<file path="src/rtl/display_pkg.sv">
// Shared types and constants for the display binary-to-BCD converter.
package display_pkg;

  // Converter control states.
  typedef enum logic [1:0] {
    IDLE  = 2'd0,
    SHIFT = 2'd1,
    DONE  = 2'd2
  } state_e;

  // Double-dabble nibble correction: a digit of 5 or more is bumped by 3
  // before the shift so that doubling carries correctly into the next digit.
  localparam logic [3:0] BCD_ADJ_THRESH = 4'd5;
  localparam logic [3:0] BCD_ADJ_ADD    = 4'd3;

endpackage : display_pkg

</file>
<file path="src/rtl/bcd_digit_adjust.sv">
// Single-digit add-3 correction used by the double-dabble loop.
module bcd_digit_adjust
  import display_pkg::*;
(
  input  logic [3:0] digit_i,
  output logic [3:0] digit_o
);

  // Digits 0..9 map to at most 12, so the 4-bit sum never wraps.
  assign digit_o = (digit_i >= BCD_ADJ_THRESH) ? digit_i + BCD_ADJ_ADD : digit_i;

endmodule : bcd_digit_adjust

</file>
<file path="src/rtl/display_bcd_converter.sv">
// Iterative binary-to-BCD converter feeding the seven-segment digit drivers.
// One input bit is consumed per cycle; the result is held until taken.
module display_bcd_converter
  import display_pkg::*;
#(
  parameter int WIDTH  = 32,
  parameter int DIGITS = 8
) (
  input  logic                  clk,
  input  logic                  rst_n,
  input  logic                  in_valid,
  output logic                  in_ready,
  input  logic [WIDTH-1:0]      bin,
  output logic                  out_valid,
  input  logic                  out_ready,
  output logic [4*DIGITS-1:0]   bcd,
  output logic                  overflow
);

  localparam int BCD_W = 4 * DIGITS;
  localparam int CNT_W = (WIDTH > 1) ? $clog2(WIDTH) : 1;

  state_e               state_q,     state_d;
  logic [CNT_W-1:0]     cnt_q,       cnt_d;
  logic [WIDTH-1:0]     binreg_q,    binreg_d;
  logic [BCD_W-1:0]     scratch_q,   scratch_d;
  logic                 ovf_q,       ovf_d;
  logic [BCD_W-1:0]     bcd_q,       bcd_d;
  logic                 overflow_q,  overflow_d;
  logic                 out_valid_q, out_valid_d;

  logic [BCD_W-1:0]     scratch_adj;
  logic [BCD_W-1:0]     scratch_shift;
  logic [WIDTH-1:0]     binreg_shift;
  logic                 ovf_next;

  // Per-digit add-3 correction of the current scratch value.
  for (genvar g = 0; g < DIGITS; g++) begin : g_adj
    bcd_digit_adjust u_adj (
      .digit_i (scratch_q[4*g +: 4]),
      .digit_o (scratch_adj[4*g +: 4])
    );
  end

  // One double-dabble step: shift {scratch, binreg} left and catch the carry
  // leaving the top digit, which means the value needs more than DIGITS digits.
  always_comb begin
    scratch_shift = {scratch_adj[BCD_W-2:0], binreg_q[WIDTH-1]};
    binreg_shift  = {binreg_q[WIDTH-2:0], 1'b0};
    ovf_next      = ovf_q | scratch_adj[BCD_W-1];
  end

  // Ready depends only on state and reset, never on in_valid or out_ready.
  assign in_ready  = (state_q == IDLE) && rst_n;
  assign out_valid = out_valid_q;
  assign bcd       = bcd_q;
  assign overflow  = overflow_q;

  // Next-state and datapath update for the accept / shift / hold sequence.
  always_comb begin
    // NOTE: every signal gets its hold value first so no path through the
    // case statement leaves one unassigned, which would infer a latch.
    state_d     = state_q;
    cnt_d       = cnt_q;
    binreg_d    = binreg_q;
    scratch_d   = scratch_q;
    ovf_d       = ovf_q;
    bcd_d       = bcd_q;
    overflow_d  = overflow_q;
    out_valid_d = out_valid_q;

    unique case (state_q)
      IDLE: begin
        if (in_valid) begin
          binreg_d  = bin;
          scratch_d = '0;
          ovf_d     = 1'b0;
          cnt_d     = CNT_W'(WIDTH - 1);
          state_d   = SHIFT;
        end
      end
      SHIFT: begin
        scratch_d = scratch_shift;
        binreg_d  = binreg_shift;
        ovf_d     = ovf_next;
        if (cnt_q == '0) begin
          // Publish the finished value on the same edge as the last shift.
          bcd_d       = scratch_shift;
          overflow_d  = ovf_next;
          out_valid_d = 1'b1;
          state_d     = DONE;
        end else begin
          cnt_d = cnt_q - CNT_W'(1);
        end
      end
      DONE: begin
        if (out_ready) begin
          out_valid_d = 1'b0;
          state_d     = IDLE;
        end
      end
      default: begin
        state_d = IDLE;
      end
    endcase
  end

  // State and datapath registers; reset is sampled on the clock edge and
  // discards any conversion in flight.
  always_ff @(posedge clk) begin
    // NOTE: non-blocking assignments let every register see the pre-edge
    // value of the others, which is what the shift chain relies on.
    if (!rst_n) begin
      state_q     <= IDLE;
      cnt_q       <= '0;
      binreg_q    <= '0;
      scratch_q   <= '0;
      ovf_q       <= 1'b0;
      bcd_q       <= '0;
      overflow_q  <= 1'b0;
      out_valid_q <= 1'b0;
    end else begin
      state_q     <= state_d;
      cnt_q       <= cnt_d;
      binreg_q    <= binreg_d;
      scratch_q   <= scratch_d;
      ovf_q       <= ovf_d;
      bcd_q       <= bcd_d;
      overflow_q  <= overflow_d;
      out_valid_q <= out_valid_d;
    end
  end

endmodule : display_bcd_converter

</file>
<file path="config.mk">
export PLATFORM = sky130hd
export DESIGN_NAME = display_bcd_converter
export DESIGN_NICKNAME = d
export VERILOG_FILES = /design/src/rtl/display_pkg.sv /design/src/rtl/bcd_digit_adjust.sv /design/src/rtl/display_bcd_converter.sv
export SDC_FILE = /design/constraint.sdc
export NUM_CORES = 1
export LEC_CHECK = 0
export ABC_AREA = 0
export BUFFER_PORTS_ARGS = -buffer_cell sky130_fd_sc_hd__buf_2
export CAP_MARGIN = 10
export CELL_PAD_IN_SITES_DETAIL_PLACEMENT = 1
export CELL_PAD_IN_SITES_GLOBAL_PLACEMENT = 2
export CORE_ASPECT_RATIO = 0.8
export CORE_MARGIN = 2
export CORE_UTILIZATION = 37
export CTS_CLUSTER_DIAMETER = 200
export DETAILED_ROUTE_END_ITERATION = 8
export HOLD_SLACK_MARGIN = 0.12
export PLACE_DENSITY_LB_ADDON = 0.25
export SLEW_MARGIN = 15
export SYNTH_ARGS = -nofsm -noshare
export SYNTH_HDL_FRONTEND = slang
export SYNTH_SLANG_ARGS = --single-unit
</file>
<file path="constraint.sdc">
create_clock -name clk -period 3.5 [get_ports clk]
set_clock_uncertainty 0.1 [all_clocks]
set_input_delay 0.35 -clock clk [delete_from_list [all_inputs] [get_ports clk]]
set_output_delay 0.35 -clock clk [all_outputs]
set_load 0.01 [all_outputs]
</file>
======== Yosys cells after proc, flatten, opt, wreduce, memory -nomap -nowiden ========
Cells that the tools add are included.
word-level totals
  bits in registers ....................... 106
  bits in latches ......................... 0
  RAM bits ................................ 0
  ROM bits ................................ 0
  bits of input ports ..................... 36
  output and inout bits ................... 35
  word-level logic and storage cells ...... 66
  memories ................................ 0
cells by class
  add/sub/neg operators ................... 9
  $mul .................................... 0
  div/mod/pow operators ................... 0
  $lt $le $gt $ge ......................... 8
  equal/unequal tests ..................... 6
  shifts and indexed selects .............. 0
  mux-type cells .......................... 24
  bitwise operators ....................... 1
  reduce and logical (&&, ||, !) cells .... 10
operators by type and width
  cell                                                                   number
  32-bit case mux with 2 select lines                                    2
  32-bit two-way mux                                                     2
  4-bit by 2-bit adder with 4-bit output, second input constant          8
  4-bit by 3-bit >= comparator with 1-bit output, second input constant  8
  4-bit two-way mux                                                      8
  5-bit two-way mux                                                      2
  5-bit case mux with 2 select lines                                     1
  3-bit AND reduction                                                    3
  2-bit != test, second input constant                                   4
  2-bit two-way mux                                                      3
  2-bit case mux with 3 select lines                                     1
  5-bit logical NOT                                                      1
  5-bit by 1-bit subtractor with 5-bit output, second input constant     1
  1-bit case mux with 2 select lines                                     2
  2-bit AND reduction                                                    2
  2-bit nonzero test                                                     2
  1-bit two-way mux                                                      3
  2-bit by 1-bit == test with 1-bit output, second input constant        1
  2-bit == test, second input constant                                   1
  2-bit logical NOT                                                      1
  1-bit logical AND                                                      1
  1-bit OR                                                               1

======== Longest topological paths before layout ========
Gate-level depths: netlist (run 1).
  word-level depth ........................ 4
  mapped depth ............................ 7
  mapped depth without buffers ............ 6

======== Modules after synthesis ========
Synthesis (run 1) repeated with hierarchy kept, for this count alone.
second synthesis, totals
  cell total of the unflattened synthesis .. 619
  area total of the unflattened synthesis .. 4982.3 µm²
by module, submodules not included
  module                 times used  cells an instance  area an instance (µm²)  seq. area each (µm²)
  display_bcd_converter  1           491                4171.5                  2122.0
  bcd_digit_adjust       8           16                 101.3                   0.0

======== Worst setup path before layout (run 1) ========
No wires, ideal clock.
  path type ............................... register to register
  start ................................... register cnt_q[0]
  end ..................................... register bcd_q[31], in the netlist bcd[31]
  setup time .............................. 0.089 ns
  arrival ................................. 1.547 ns
  required time ........................... 3.311 ns
  slack ................................... 1.765 ns
  cell stages (with the launch flop) ...... 8
  buffers on the path ..................... 1
  period minus slack after synthesis ...... 1.735 ns
  path through ............................ dfxtp_1 > inv_1 > ha_1 > or4b_4 > nor2_4 > buf_6 > nor2_1 > a311oi_2
on the way
  cells in the longest elaborated chain, start to end .. 2
ends and longest elaborated chain
  element                               line                          text
  start: declaration                    display_bcd_converter.sv:24   logic [CNT_W-1:0] cnt_q, cnt_d;
  start signal: assignment              display_bcd_converter.sv:124  cnt_q <= cnt_d;
  5-bit logical NOT                     display_bcd_converter.sv:86   if (cnt_q == '0) begin
  2-bit AND reduction (no source line)  --
  end signal: assignment                display_bcd_converter.sv:119  bcd_q <= '0;
  end signal: assignment                display_bcd_converter.sv:128  bcd_q <= bcd_d;
  end: declaration                      display_bcd_converter.sv:28   logic [BCD_W-1:0] bcd_q, bcd_d;
No other way between the ends.
A chain may end at the register's enable or synchronous reset.

======== Worst setup path in the final report (run 1) ========
  start ................................... register state_q[0]
  end ..................................... register bcd_q[22], in the netlist bcd[22]
on the way
  cells in the longest elaborated chain, start to end .. 2
ends and longest elaborated chain
  element                                   line                          text
  start: declaration                        display_bcd_converter.sv:23   state_e state_q, state_d;
  start signal: assignment                  display_bcd_converter.sv:123  state_q <= state_d;
  2-bit by 1-bit == test with 1-bit output  display_bcd_converter.sv:72   unique case (state_q)
  2-bit AND reduction (no source line)      --
No other way between the ends.

==> impl_metrics.py, run 1 <==
metrics = {
    "run_status": {
        "status": "complete, no violations",
    },
    "routing": {
        "drtIter0Drc": 250,
        "ant_nets": 0,
        "drtPass1Iterations": 4,
        "post_drt_wl_per_cell_um": 16.62,
        "vias": 4263,
        "via_per_inst": 5.349,
        "wl_met1_um": 6557,
        "route.top_layer_used": "met4",
        "dr_wl_met3_um": 353,
        "routed_wl_um": 13250,
        "drcViolationCount": 0,
        "dr_wl_met2_um": 6205,
    },
    "logic_synthesis": {
        "ys_types": 36,
        "synth_area_um2": 4908,
        "synth-seq-cells": 106,
        "synth_seq_area_share": 0.4323,
        "synth_cells": 567,
        "yosys_warnings": 0,
        "synth_nets": 620,
        "syn_area_per_cell_um2": 8.657,
    },
    "timing": {
        "finalCritPeriodShare": 0.6871,
        "setup_violations": 0,
        "rsz0062_at_grt": "no",
        "maxSlewHeadroom": 0.4012,
        "fmax_ghz": 0.4158,
        "layout_min_cycle_time_ns": 2.405,
        "fin_setup_tns_ns": 0,
        "timing.final.hold_violations": 0,
        "slew_viol_final": 0,
        "tightest_slew_ns": 0.8960,
    },
    "setup_path": {
        "critPathLaunchType": "flop",
        "critical_path_buf_inv_count": 0,
        "critPathTopFamily": "simple AND/OR/NAND/NOR gates",
        "cp.arrival_ns": 2.57,
        "critical_path.max_fanout": 31,
        "cp-end-kind": "flop",
        "cp.required_ns": 3.67,
        "cpMaxStageDelayCell": "dfxtp_2",
        "r2r-end": "bcd[22]$_SDFFE_PN0P_",
        "reg2reg_depth": 4,
        "cp_slowest_stage_delay_ns": 0.63,
        "worstPathCellList": "nand2b_1 -> nor2_4 -> nand2_2 -> o22ai_1",
        "r2r_slack_ns": 1.10,
        "r2r_start": "state_q[0]$_SDFFE_PN0P_",
        "setup.worst_path.class": "flop to flop",
    },
    "clocking": {
        "clk_pin_slew_ns": 0.07,
        "clockBufferDepth": 2,
        "cts_tree": "done",
        "cts_hold_buf": 0,
        "numCtsBuffers": 9,
        "cts_max_level": 3,
        "clk_latency_ns": 0.35,
        "cts_setup_buffers": 0,
        "root_buffer": "clkbuf_16",
        "cts_resized": 0,
        "cts.sinks": 106,
    },
    "global_routing": {
        "grt-ovfl-total": 0,
        "grt_max_degree": 46,
        "track_usage": 0.1918,
        "grt_pass1_wl_um": 21980,
        "grt_antenna_before_repair": 0,
        "grt_pass1_vias": 4364,
    },
    "power": {
        "combPwrFrac": 0.137,
        "p_per_area_nw_per_um2": 502.9,
        "swShare": 0.2591,
        "power_frac_clock": 0.395,
        "seq_power_share": 0.468,
        "power.switching_uw": 743.5,
        "power_uw": 2869,
        "leakagePower_uw": 0.002171,
        "p_int_uw": 2126,
        "ir_drop_mv": 0.2327,
    },
    "placed_design": {
        "gp_congestion": 0.7729,
        "port_buffers": 70,
        "hpwlAfterDp_um": 8889,
        "placed_cell_area_um2": 5368,
    },
    "floorplan": {
        "die_x_um": 132.8,
        "dieHeight_um": 107.0,
        "placementRows": 37,
        "io_pins": 71,
        "dieArea_um2": 14210,
        "core_area_um2": 12920,
        "start_util": 0.3800,
    },
    "final_layout": {
        "syn2layout_area_growth_pct": 16.24,
        "drive_gt1_frac": 0.2379,
        "insertedDiodeCount": 0,
        "final_area_um2": 5705,
        "final_cell_mix": "dfxtp_1 (105), a21oi_1 (73), buf_2 (70)",
        "nets": 670,
        "fillers": 1543,
        "layout_commonest_cell": "dfxtp_1",
    },
    "worst_hold_path": {
        "min_from": "bin[0]",
        "min_to": "binreg_q[0]$_SDFFE_PN0P_",
        "hold_class": "input port to flop",
        "min_path_cells": 3,
    },
    "run": {
        "max-cap-violations": 0,
    },
}
power by group through the flow:
stage,logic [µW],registers [µW],clock network [µW]
2_1_floorplan,291,1350,0
3_3_place_gp,385,1370,0
3_5_place_dp,394,1370,0
4_1_cts,399,1340,1160
5_1_grt,440,1360,1210
6_report,394,1340,1130
layout make-up:
class,instances,area (µm²),area share
Inverter,20,75.07,0.01316
Timing Repair Buffer,80,425.4,0.07456
Clock inverter,5,85.08,0.01491
Multi-Input combinational cell,400,2525,0.4425
Tap cell,175,219.0,0.03838
Clock buffer,11,252.7,0.04430
Sequential cell,106,2123,0.3721
worst min-delay path: cells and delay by family:
kind | cells | cell delay, ns
buf+inv | 1 | 0.09
simple gates | 1 | 0.07
compound gates | 1 | 0.06
cell families after synthesis:
kind of cell	synth area share
compound gates	0.2531
xor+xnor	0.01606
fa+ha+maj	0.04333
buf+inv	0.05327
flops	0.4323
mux	0.02039
simple gates	0.1815
synth_stat cells (all sizes together):
cell	count	share of area
a211oi	10	0.022
a21oi	73	0.074
a22oi	2	0.0031
a311oi	1	0.0031
buf	13	0.017
clkbuf	28	0.021
clkinv	1	0.00076
dfxtp	106	0.43
ha	17	0.043
inv	19	0.015
mux2	8	0.018
mux2i	1	0.0020
nand2	47	0.036
nand2b	9	0.011
nand3	9	0.0092
nor2	48	0.038
nor2b	31	0.040
nor3	13	0.013
nor3b	18	0.028
nor4b	1	0.0018
o21a	2	0.0031
o21ai	48	0.049
o21ba	1	0.0020
o21bai	1	0.0015
o221a	31	0.071
o22ai	17	0.022
o31a	1	0.0018
or3	1	0.0013
or4b	1	0.0028
xnor2	9	0.016
sequential cells by signal (all words and copies together), names as in the netlist:
register   flops
bcd           32
binreg_q      32
scratch_q     32
cnt_q          5
state_q        2
out_valid      1
overflow       1
ovf_q          1
per-stage QoR:
step | cells | setup WS [ns] | util | hold WS, ns
global placement | 781 | 1.196 | 0.4156 | 0.3503
finish | 797 | 1.095 | 0.4417 | 0.1621
detailed placement | 781 | 1.054 | 0.4156 | 0.3635
CTS | 797 | 1.012 | 0.4417 | 0.1621
global route | 797 | 0.8502 | 0.4417 | 0.1992
floorplan | 567 | 1.765 | - | 0.3415
worst max path at each step:
stage / from / end / cells past startpoint
after global routing: state_q[0]$_SDFFE_PN0P_ / bcd[28]$_SDFFE_PN0P_ / 5
after floorplan: cnt_q[0]$_SDFFE_PN0P_ / bcd[31]$_SDFFE_PN0P_ / 7
after CTS: state_q[0]$_SDFFE_PN0P_ / bcd[22]$_SDFFE_PN0P_ / 4
after detailed placement: state_q[0]$_SDFFE_PN0P_ / bcd[22]$_SDFFE_PN0P_ / 4
after global placement: state_q[0]$_SDFFE_PN0P_ / bcd[0]$_SDFFE_PN0P_ / 5
final: state_q[0]$_SDFFE_PN0P_ / bcd[22]$_SDFFE_PN0P_ / 4
layer usage:
layer,vias to the layer above,global-route usage
met3,15,0.03924
li1,2106,-
met5,-,0
met2,46,0.3205
met4,0,0.04531
met1,2096,0.2553
No activity file was read; power rests on OpenSTA's default activity.
==> inputs of run 2 (changes only) <==
- ABC_AREA: 0 -> 1
- CORE_UTILIZATION: 37 -> 29
- clock period: 3.5 -> 2.15 ns (I/O delays scaled with it)
==> run 2 against run 1 <==
  * Sequential power up 61%
  * Critical path type unchanged
  * Wire length is 6.7% higher
  * Area after synthesis fell by 0.99%
  * Via count grew 12%
  * Worst hold slack gained 0.025 ns
  * Largest cell class unchanged
  * Fmax increased by 33%
  * Die area up 25%
==> impl_metrics.py, run 2 <==
metrics = {
    "run_status": {
        "status": "complete, no violations",
    },
    "clocking": {
        "clk_pin_slew_ns": 0.07,
        "cts_tree": "done",
        "cts_setup_buffers": 0,
        "clockBufferDepth": 2,
        "numCtsBuffers": 9,
        "cts_resized": 0,
        "clk_latency_ns": 0.35,
        "cts_max_level": 3,
        "root_buffer": "clkbuf_16",
        "cts.sinks": 106,
    },
    "logic_synthesis": {
        "post-synth-top-area-cell": "dfxtp_1",
        "synth.most_common_cell": "nand2_1",
        "yosys_warnings": 0,
        "synth-seq-cells": 106,
        "synthArstFlopShare": 0,
        "synth_nets": 704,
        "synth_edf_count": 0,
        "synth_commonest_cells": "nand2_1 (134), a21oi_1 (106), dfxtp_1 (106)",
        "synth_area_um2": 4860,
        "syn_area_per_cell_um2": 7.465,
        "synth_top_area_frac": 0.4367,
        "synth_seq_area_share": 0.4367,
        "synth-main-ff-cell": "dfxtp_1",
        "ys_top_cells_by_area": "dfxtp_1 (44%), a21oi_1 (11%), nand2_1 (10%)",
        "ys_types": 28,
        "synth_cells": 651,
    },
    "worst_hold_path": {
        "hold_class": "input port to flop",
    },
    "setup_path": {
        "critical_path.max_fanout": 20,
        "cp.arrival_ns": 1.99,
        "setup.worst_path.class": "flop to flop",
        "cp-end-kind": "flop",
        "cpMaxStageDelayCell": "dfxtp_1",
        "worstPathCellList": "inv_1 -> ha_1 -> nand3_2 -> nor2_8 -> buf_4 -> nand3_1 -> a21oi_1",
        "critPathLaunchType": "flop",
        "cp_slowest_stage_delay_ns": 0.30,
        "cp.required_ns": 2.34,
    },
    "routing": {
        "vias": 4756,
        "drcViolationCount": 0,
        "drtPass1Iterations": 4,
        "via_per_inst": 4.934,
        "routed_wl_um": 14130,
        "post_drt_wl_per_cell_um": 14.65,
        "drtIter0Drc": 230,
        "ant_nets": 0,
    },
    "timing": {
        "rsz0062_at_grt": "no",
        "slew_viol_final": 0,
        "fin_setup_tns_ns": 0,
        "tightest_slew_ns": 1.039,
        "fmax_ghz": 0.5545,
        "finalCritPeriodShare": 0.8388,
        "layout_min_cycle_time_ns": 1.803,
        "timing.final.hold_violations": 0,
        "maxSlewHeadroom": 0.3064,
        "setup_violations": 0,
        "whs_ns": 0.1867,
    },
    "final_layout": {
        "fillers": 2037,
        "register_area_um2": 2122,
        "multi_input_area_um2": 2338,
        "syn2layout_area_growth_pct": 22.68,
        "drive_gt1_frac": 0.1384,
        "insertedDiodeCount": 0,
        "nets": 792,
        "layout_commonest_cell": "nand2_1",
        "final_cell_mix": "nand2_1 (134), a21oi_1 (106), dfxtp_1 (106)",
    },
    "placed_design": {
        "hpwlAfterDp_um": 9367,
        "gp_congestion": 0.8059,
        "port_buffers": 70,
    },
    "power": {
        "leakagePower_uw": 0.002520,
        "p_per_area_nw_per_um2": 736.0,
        "ir_drop_mv": 0.4078,
    },
    "floorplan": {
        "placementRows": 42,
        "core_area_um2": 16450,
        "io_pins": 71,
        "dieHeight_um": 119.8,
        "start_util": 0.2955,
        "dieArea_um2": 17820,
        "die_x_um": 148.7,
    },
    "global_routing": {
        "grt_antenna_before_repair": 0,
        "grt_pass1_vias": 4817,
        "grt_pass1_wl_um": 23490,
        "grt_max_degree": 63,
        "grt-ovfl-total": 0,
        "track_usage": 0.1642,
    },
    "run": {
        "max-cap-violations": 0,
    },
}
run 2: what timing repair did:
action / 4_1_cts / 5_1_grt
endpoints found under the hold margin: 33 / 0
setup endpoints to repair: 0 / 0
hold buffers: 33 / 0
run 2: through the flow:
stage / util / power [µW] / std cells / instance area, µm² / setup WS, ns
3_5_place_dp: 0.3257 / 2828 / 915 / 5356 / 0.3355
6_report: 0.3625 / 4388 / 964 / 5962 / 0.3466
2_1_floorplan: - / 2641 / 651 / 4860 / 0.6916
4_1_cts: 0.3625 / 4472 / 964 / 5962 / 0.3232
5_1_grt: 0.3625 / 4646 / 964 / 5962 / 0.1170
3_3_place_gp: 0.3257 / 2807 / 915 / 5356 / 0.4412
run 2: worst paths after layout:
kind / endpoint / start / slack (ns) / depth (start not counted)
max: bcd[16]$_SDFFE_PN0P_ / cnt_q[0]$_SDFFE_PN0P_ / 0.35 / 7
min: ovf_q$_SDFFE_PN0P_ / in_valid / 0.19 / 6
max reg2reg: bcd[16]$_SDFFE_PN0P_ / cnt_q[0]$_SDFFE_PN0P_ / 0.35 / 7
min reg2reg: bcd[11]$_SDFFE_PN0P_ / bcd[11]$_SDFFE_PN0P_ / 0.36 / 2
run 2: final cells by class:
type | instances | share of cell area
multi-input cells | 461 | 0.3922
flip-flops and latches | 106 | 0.3559
repair buffers | 113 | 0.1289
well taps | 220 | 0.04617
clock buffers | 13 | 0.04197
inverters | 48 | 0.03064
clock inverters | 3 | 0.004197
run 2: critical path, delay by kind of cell, from the launching register on:
family / cells / cell delay (ns)
DFF: 1 / 0.30
buffers and inverters: 2 / 0.42
AOI/OAI and AO/OA: 1 / 0.12
and+or+nand+nor: 3 / 0.55
adders and majority gates: 1 / 0.23
run 2: kinds of logic after synthesis:
kind of cell	synth area share
adders and majority gates	0.04377
and+or+nand+nor	0.2163
buffers and inverters	0.08213
AOI/OAI and AO/OA	0.2212
DFF	0.4367
run 2: report_power, final:
group | switching [µW] | internal, µW | total, µW
clock network | 739 | 824 | 1560
registers | 74.1 | 2090 | 2160
logic | 412 | 249 | 661
run 2: routing by layer:
metal	track usage	routed length, µm
met1	0.2136	6821
met2	0.2726	6676
met3	0.03460	407
met4	0.05298	222
met5	0	0
